$ cat config.mk
export PLATFORM = sky130hd
export DESIGN_NAME = cnn_layer_accel_octo_input_sched
export DESIGN_NICKNAME = d
export VERILOG_FILES = /design/src/rtl/cnn_layer_accel_octo_input_sched_pkg.sv /design/src/rtl/cnn_layer_accel_octo_input_sched_rr_arb.sv /design/src/rtl/cnn_layer_accel_octo_input_sched.sv
export SDC_FILE = /design/constraint.sdc
export NUM_CORES = 1
export LEC_CHECK = 0
export BUFFER_PORTS_ARGS = -buffer_cell sky130_fd_sc_hd__buf_4
export CORE_MARGIN = 2
export CORE_UTILIZATION = 50
export CTS_BUF_LIST = sky130_fd_sc_hd__clkbuf_2
export DETAILED_ROUTE_END_ITERATION = 10
export PLACE_DENSITY = 0.82
export RECOVER_POWER = 25
export SLEW_MARGIN = 20
export SYNTH_ARGS = -nofsm -noshare
export SYNTH_HDL_FRONTEND = slang
export SYNTH_SLANG_ARGS = --single-unit
$ cat constraint.sdc
create_clock -name clk -period 2.5 [get_ports clk]
set_input_delay 0.375 -clock clk [delete_from_list [all_inputs] [get_ports clk]]
set_output_delay 0.375 -clock clk [all_outputs]
set_load 0.02 [all_outputs]
$ cat src/rtl/cnn_layer_accel_octo_input_sched_pkg.sv
// -----------------------------------------------------------------------------
// cnn_layer_accel_octo_input_sched_pkg
//   Shared definitions for the octo input scheduler: one-hot FSM state
//   encodings, tag polarity constants and the grant-index width helper.
// -----------------------------------------------------------------------------
package cnn_layer_accel_octo_input_sched_pkg;

   // One-hot scheduler states
   typedef enum logic [3:0] {
      ST_IDLE      = 4'b0001,
      ST_ARB       = 4'b0010,
      ST_SEQ_BCAST = 4'b0100,
      ST_PIX_XFER  = 4'b1000
   } sched_state_t;

   // Level driven on a tag line when the word belongs to that kind
   localparam logic SCHED_TAG_SEQ = 1'b1;
   localparam logic SCHED_TAG_PIX = 1'b1;

   // Width of an octo index; never below one bit so a single-octo build still has a port
   function automatic int sched_id_w(input int n);
      return (n > 1) ? $clog2(n) : 1;
   endfunction

endpackage

$ cat src/rtl/cnn_layer_accel_octo_input_sched_rr_arb.sv
// -----------------------------------------------------------------------------
// cnn_layer_accel_octo_input_sched_rr_arb
//   Combinational round-robin pick: returns the first asserted request at or
//   after the pointer, wrapping modulo C_NUM_REQ.
//   i_req      requests (already masked by enable and ready)
//   i_ptr      search start index
//   o_gnt_id   chosen index (0 when nothing requested)
//   o_gnt_vld  at least one request asserted
// -----------------------------------------------------------------------------
module cnn_layer_accel_octo_input_sched_rr_arb
   import cnn_layer_accel_octo_input_sched_pkg::*;
#(
   parameter  int C_NUM_REQ = 4,
   localparam int C_ID_W    = sched_id_w(C_NUM_REQ)
) (
   input  logic [C_NUM_REQ-1:0] i_req,
   input  logic [C_ID_W-1:0]    i_ptr,
   output logic [C_ID_W-1:0]    o_gnt_id,
   output logic                 o_gnt_vld
);

   logic [C_ID_W:0]   w_sum;
   logic [C_ID_W:0]   w_wrap;
   logic [C_ID_W-1:0] w_gnt_id;
   logic              w_found;

   // Walk the requests starting at the pointer; first hit wins
   always_comb begin
      w_sum    = {(C_ID_W+1){1'b0}};
      w_wrap   = {(C_ID_W+1){1'b0}};
      w_gnt_id = {C_ID_W{1'b0}};
      w_found  = 1'b0;
      for (int off = 0; off < C_NUM_REQ; off++) begin
         w_sum    = {1'b0, i_ptr} + (C_ID_W+1)'(off);
         w_wrap   = (w_sum >= (C_ID_W+1)'(C_NUM_REQ)) ? (w_sum - (C_ID_W+1)'(C_NUM_REQ)) : w_sum;
         w_gnt_id = (!w_found && i_req[w_wrap[C_ID_W-1:0]]) ? w_wrap[C_ID_W-1:0] : w_gnt_id;
         w_found  = w_found | i_req[w_wrap[C_ID_W-1:0]];
      end
   end

   assign o_gnt_id  = w_gnt_id;
   assign o_gnt_vld = w_found;

endmodule

$ cat src/rtl/cnn_layer_accel_octo_input_sched.sv
// -----------------------------------------------------------------------------
// cnn_layer_accel_octo_input_sched
//   Steers the single upstream stream onto C_NUM_OCTO octo instances.
//   Sequencer bursts are broadcast to all enabled octos; each pixel burst goes
//   to one octo picked round-robin among enabled octos with pixel room.
//   Control : clk, rst (async, active-low), cfg_start, cfg_octo_en, cfg_stop
//   Upstream: up_data, up_valid, up_is_seq, up_last -> up_rdy
//   Octos   : octo_seq_rdy, octo_pixel_rdy -> octo_datain, octo_datain_valid,
//             octo_seq_tag, octo_pixel_tag (all registered, 1-cycle latency)
//   Status  : grant_id, busy, proto_err (sticky), rows_done (wrapping)
// -----------------------------------------------------------------------------
module cnn_layer_accel_octo_input_sched
   import cnn_layer_accel_octo_input_sched_pkg::*;
#(
   parameter  int C_NUM_OCTO    = 4,
   parameter  int C_PIXEL_WIDTH = 18,
   parameter  int C_ROW_CNT_W   = 16,
   localparam int C_ID_W        = sched_id_w(C_NUM_OCTO)
) (
   input  logic                     clk,
   input  logic                     rst,
   input  logic                     cfg_start,
   input  logic [C_NUM_OCTO-1:0]    cfg_octo_en,
   input  logic                     cfg_stop,
   input  logic [C_PIXEL_WIDTH-1:0] up_data,
   input  logic                     up_valid,
   input  logic                     up_is_seq,
   input  logic                     up_last,
   output logic                     up_rdy,
   input  logic [C_NUM_OCTO-1:0]    octo_seq_rdy,
   input  logic [C_NUM_OCTO-1:0]    octo_pixel_rdy,
   output logic [C_PIXEL_WIDTH-1:0] octo_datain,
   output logic [C_NUM_OCTO-1:0]    octo_datain_valid,
   output logic [C_NUM_OCTO-1:0]    octo_seq_tag,
   output logic [C_NUM_OCTO-1:0]    octo_pixel_tag,
   output logic [C_ID_W-1:0]        grant_id,
   output logic                     busy,
   output logic                     proto_err,
   output logic [C_ROW_CNT_W-1:0]   rows_done
);

   sched_state_t             r_state;
   logic [C_NUM_OCTO-1:0]    r_mask;
   logic [C_NUM_OCTO-1:0]    r_valid;
   logic [C_NUM_OCTO-1:0]    r_seq_tag;
   logic [C_NUM_OCTO-1:0]    r_pix_tag;
   logic [C_PIXEL_WIDTH-1:0] r_datain;
   logic [C_ID_W-1:0]        r_grant_id;
   logic [C_ID_W-1:0]        r_rr_ptr;
   logic                     r_proto_err;
   logic [C_ROW_CNT_W-1:0]   r_rows_done;

   logic                     w_up_rdy;
   logic                     w_xfer;
   logic                     w_arb_vld;
   logic [C_ID_W-1:0]        w_arb_id;
   logic [C_ID_W-1:0]        w_rr_next;
   logic [C_NUM_OCTO-1:0]    w_grant_oh;
   logic [C_NUM_OCTO-1:0]    w_pix_req;

   assign w_pix_req  = r_mask & octo_pixel_rdy;
   assign w_grant_oh = C_NUM_OCTO'(1) << r_grant_id;
   assign w_rr_next  = (r_grant_id == C_ID_W'(C_NUM_OCTO - 1)) ? {C_ID_W{1'b0}}
                                                                 : r_grant_id + C_ID_W'(1);
   assign w_xfer     = up_valid & w_up_rdy;

   cnn_layer_accel_octo_input_sched_rr_arb #(
      .C_NUM_REQ (C_NUM_OCTO)
   ) u_rr_arb (
      .i_req     (w_pix_req),
      .i_ptr     (r_rr_ptr),
      .o_gnt_id  (w_arb_id),
      .o_gnt_vld (w_arb_vld)
   );

   // Upstream ready: broadcast waits for every enabled octo (disabled ones are
   // don't-care); a pixel burst only watches its granted octo. The octo-side
   // prefetch slack lets this path stay combinational without a skid buffer.
   always_comb begin
      w_up_rdy = 1'b0;
      case (r_state)
         ST_SEQ_BCAST: w_up_rdy = &(octo_seq_rdy | ~r_mask);
         ST_PIX_XFER:  w_up_rdy = octo_pixel_rdy[r_grant_id];
         default:      w_up_rdy = 1'b0;
      endcase
   end

   // Scheduler FSM with registered datapath, round-robin pointer and row counter
   always_ff @(posedge clk or negedge rst) begin
      if (!rst) begin
         r_state     <= ST_IDLE;
         r_mask      <= {C_NUM_OCTO{1'b0}};
         r_valid     <= {C_NUM_OCTO{1'b0}};
         r_seq_tag   <= {C_NUM_OCTO{1'b0}};
         r_pix_tag   <= {C_NUM_OCTO{1'b0}};
         r_datain    <= {C_PIXEL_WIDTH{1'b0}};
         r_grant_id  <= {C_ID_W{1'b0}};
         r_rr_ptr    <= {C_ID_W{1'b0}};
         r_proto_err <= 1'b0;
         r_rows_done <= {C_ROW_CNT_W{1'b0}};
      end else begin
         // valid/tags are single-cycle strobes following each transfer
         r_valid   <= {C_NUM_OCTO{1'b0}};
         r_seq_tag <= {C_NUM_OCTO{1'b0}};
         r_pix_tag <= {C_NUM_OCTO{1'b0}};
         case (r_state)
            ST_IDLE: begin
               if (cfg_start && (cfg_octo_en != {C_NUM_OCTO{1'b0}})) begin
                  r_mask      <= cfg_octo_en;
                  r_rows_done <= {C_ROW_CNT_W{1'b0}};
                  r_proto_err <= 1'b0;
                  r_state     <= ST_ARB;
               end
            end
            ST_ARB: begin
               if (cfg_stop) begin
                  r_state <= ST_IDLE;
               end else if (up_valid && up_is_seq) begin
                  r_state <= ST_SEQ_BCAST;
               end else if (up_valid && w_arb_vld) begin
                  r_grant_id <= w_arb_id;
                  r_state    <= ST_PIX_XFER;
               end
            end
            ST_SEQ_BCAST: begin
               if (w_xfer) begin
                  r_datain  <= up_data;
                  r_valid   <= r_mask;
                  r_seq_tag <= r_mask & {C_NUM_OCTO{SCHED_TAG_SEQ}};
                  // kind flipped inside a burst: still routed by state, flagged
                  if (!up_is_seq) begin
                     r_proto_err <= 1'b1;
                  end
                  if (up_last) begin
                     r_state <= ST_ARB;
                  end
               end
            end
            ST_PIX_XFER: begin
               if (w_xfer) begin
                  r_datain  <= up_data;
                  r_valid   <= w_grant_oh;
                  r_pix_tag <= w_grant_oh & {C_NUM_OCTO{SCHED_TAG_PIX}};
                  if (up_is_seq) begin
                     r_proto_err <= 1'b1;
                  end
                  if (up_last) begin
                     r_rr_ptr    <= w_rr_next;
                     r_rows_done <= r_rows_done + C_ROW_CNT_W'(1);
                     r_state     <= ST_ARB;
                  end
               end
            end
            default: begin
               r_state <= ST_IDLE;
            end
         endcase
      end
   end

   assign up_rdy            = w_up_rdy;
   assign octo_datain       = r_datain;
   assign octo_datain_valid = r_valid;
   assign octo_seq_tag      = r_seq_tag;
   assign octo_pixel_tag    = r_pix_tag;
   assign grant_id          = r_grant_id;
   assign busy              = (r_state != ST_IDLE);
   assign proto_err         = r_proto_err;
   assign rows_done         = r_rows_done;

endmodule

==> results_dict.tcl <==
set metrics [dict create \
    power.total_mw 2.865 \
    worst_r2r_path_depth 6 \
    cts_sinks 59 \
    synth_edf_count 0 \
    dp_hpwl_mm 4.532 \
    final.setup_skew_ps 19.54 \
    nets 390 \
    min_period_ps 2404 \
    synth_nets 288 \
    worstHoldStart "up_data[7]" \
    avgSynthCellArea_um2 11.34 \
    io_buffer_count 87 \
    seq_area_frac_synth_pct 52.96 \
    drt_first_pass_iters 4 \
    path_max_fanout 6 \
    finalSetupViolCount 0 \
    p_leak_nw 1.821 \
    cap_viol_max_count 0 \
    antenna_found_initial 0 \
    cp-end-kind "primary output" \
    globalplace.congestion 0.8666 \
    area_growth_pct 34.62 \
    grt_usage_pct 21.14 \
    row_count 27 \
    final_cell_area_um2 3756 \
    hold_violations 0 \
    clk_pin_slew_ps 170 \
    tritoncts "yes" \
    r2r_slack_ps 340 \
    htreeDepth 3 \
    crit_start "r_state[3]$_DFFE_PN0P_" \
    start_util_pct 51.30 \
    tightest_slew_ps 1396 \
    place_area_um2 3517 \
    die_w_um 78.70 \
    arrival_ps 2030 \
    fin_crit_sh_pct 96.16 \
    syn_inst 246 \
    required_ps 2120 \
    ys.flop_type "dfrtp_1" \
    ys_warn_count 0 \
    min_path_cells 2 \
    ys_seq_elements 59 \
    dieArea_um2 6194 \
    ant_nets 0 \
    grt_max_degree 60 \
    n_antenna_cell 0 \
    cts_root_buffer "clkbuf_2" \
    cp-start-kind "flip-flop" \
    clockBufferDepth 2 \
    async_flop_share_pct 100.0 \
    vdd_drop_max_mv 0.4562 \
    status "finished, final reports clean" \
    coreArea_um2 5439 \
    drtIter0Drc 141 \
    routed-via-count 2300 \
    final_core_util_pct 69.06 \
    detail_route.wl_per_cell_um 14.48 \
    ioPinCount 88 \
    slew-limit-headroom_pct 6.927 \
    drc 0 \
    fp.dieH_um 78.70 \
    viasPerCell 5.412 \
    power.density_nw_per_um2 762.7 \
    endpoint "up_rdy" \
    r2r-end "rows_done[15]$_DFFE_PN0P_" \
    totalWireLength_mm 6.156 \
    synthesis.area_um2 2790 \
    netlist-cell-type-count 46 \
    slew_violations 0 \
    cts_buffers 9 \
    fmax_mhz 416.0 \
    r2r_start "r_state[3]$_DFFE_PN0P_" \
    drive_gt1_share_pct 42.21 \
    grt_pass1_wl_mm 10.07 \
    fin_hold_ws_ps 108.0 \
    hp-class "in -> reg" \
    insertion_delay_ps 480 \
    grt_pass1_vias 2064 \
    gr-total-overflow 0 \
    crit_type "reg -> out" \
]
-- synthesized netlist by cell type (2+ instances only) --
cell / count / area, um^2
and3_1: 7 / 43.79
o41ai_1: 2 / 17.52
or4_1: 3 / 22.52
o21ai_0: 12 / 60.06
xor2_1: 6 / 52.55
inv_1: 8 / 30.03
mux2i_1: 2 / 20.02
nor4b_1: 2 / 17.52
ha_1: 5 / 62.56
nand2_1: 26 / 97.59
nand4_1: 3 / 18.77
nor2_1: 17 / 63.81
buf_6: 2 / 22.52
clkbuf_1: 3 / 11.26
o2111ai_1: 2 / 17.52
buf_4: 2 / 15.01
a31oi_1: 2 / 12.51
nor4b_4: 2 / 47.55
o21a_1: 2 / 15.01
mux2_2: 22 / 247.7
or3_1: 5 / 31.28
o31ai_1: 5 / 37.54
a211oi_1: 2 / 15.01
nand2b_1: 4 / 25.02
dfrtp_1: 58 / 1451
a21oi_1: 15 / 75.07
nand3_1: 8 / 40.04
-- cell type report --
| cell class | count | area, um^2 |
|---|---|---|
| clock buffer | 10 | 50.05 |
| clock inverter | 6 | 127.6 |
| multi-input combinational | 171 | 1232 |
| sequential | 59 | 1483 |
| tap | 72 | 90.09 |
| inverter | 8 | 30.03 |
| timing repair buffer | 99 | 743.2 |
| fill | 404 | 1683 |
-- metal layers --
metal / vias up / wire (um) / GRT usage (%)
met1: 1112 / 2669 / 28.08
met3: 11 / 364 / 5.227
met4: 0 / 105 / 9.123
met2: 81 / 3016 / 33.16
li1: 1096 / - / -
met5: - / 0 / 0
-- sequential cells by signal, summed over array words and instances, names as in the netlist --
signal             cells
r_mask                 4
octo_seq_tag           4
grant_id               2
octo_pixel_tag         4
r_state                4
octo_datain_valid      4
r_rr_ptr               2
proto_err              1
octo_datain           18
rows_done             16
-- layout by cell type (no fill, tap or decap), drive strengths merged, types with 2 or more instances in the layout --
| master | synthesis | routed |
|---|---|---|
| nand3 | 8 | 8 |
| o31ai | 5 | 5 |
| dfrtp | 58 | 58 |
| and3 | 7 | 7 |
| nor4b | 4 | 4 |
| mux2 | 22 | 22 |
| xor2 | 6 | 6 |
| o2111ai | 2 | 2 |
| nand2 | 26 | 26 |
| a31oi | 2 | 2 |
| nand4 | 4 | 4 |
| nor2 | 17 | 17 |
| ha | 5 | 5 |
| a21oi | 15 | 15 |
| inv | 8 | 8 |
| a211oi | 2 | 2 |
| nand2b | 4 | 4 |
| buf | 5 | 97 |
| nand4b | 2 | 2 |
| mux2i | 2 | 2 |
| o41ai | 2 | 2 |
| bufinv | 0 | 4 |
| o21ai | 13 | 13 |
| or4 | 3 | 3 |
| clkinv | 0 | 2 |
| o21a | 2 | 2 |
| clkbuf | 3 | 11 |
| or3 | 5 | 5 |
-- worst min-delay path by stage --
stage                                            end  slack (ps)
final                     octo_datain[7]$_DFFE_PN0P_         110
after global routing      octo_datain[1]$_DFFE_PN0P_          50
after CTS                 octo_datain[7]$_DFFE_PN0P_          60
after detailed placement      r_state[3]$_DFFE_PN0P_         480
after global placement        r_state[3]$_DFFE_PN0P_         480
after floorplan              grant_id[0]$_DFFE_PN0P_          80
-- power by group --
group          internal [mW]  switching [mW]  leakage, nW
registers               1.08           0.154        0.793
logic                  0.365           0.393        0.927
clock network          0.530           0.338        0.101
-- logic make-up after synthesis --
kind of cell,after synthesis,synth area share [%]
DFF,59,52.96
buffers and inverters,16,3.004
xor gates and xnor gates,7,2.197
muxes,25,10.40
adders and majority gates,5,2.242
and+or+nand+nor,84,17.53
AOI/OAI and AO/OA,50,11.66
-- stage by stage --
stage | setup WS [ps] | cells | setup TNS [ps]
after floorplan | 135.6 | 246 | 0
after global placement | 352.0 | 402 | 0
after detailed placement | 295.2 | 402 | 0
after global routing | -22.29 | 425 | -22.29
after CTS | 1.142 | 419 | 0
final | 96.12 | 425 | 0
-- repair_timing --
action	4_1_cts	5_1_grt
endpoints found under the hold margin	58	0
gates resized for setup	0	5
endpoints found under the setup margin	0	1
hold buffers	1	0
buffers inserted	0	6
-- critical path, cell delays in order (launching register included) --
cell and delay (ps):
dfrtp_2 480, or4b_1 600, o21ai_2 180, buf_4 150, buf_4 130
Power figures use the tool's default switching activity.
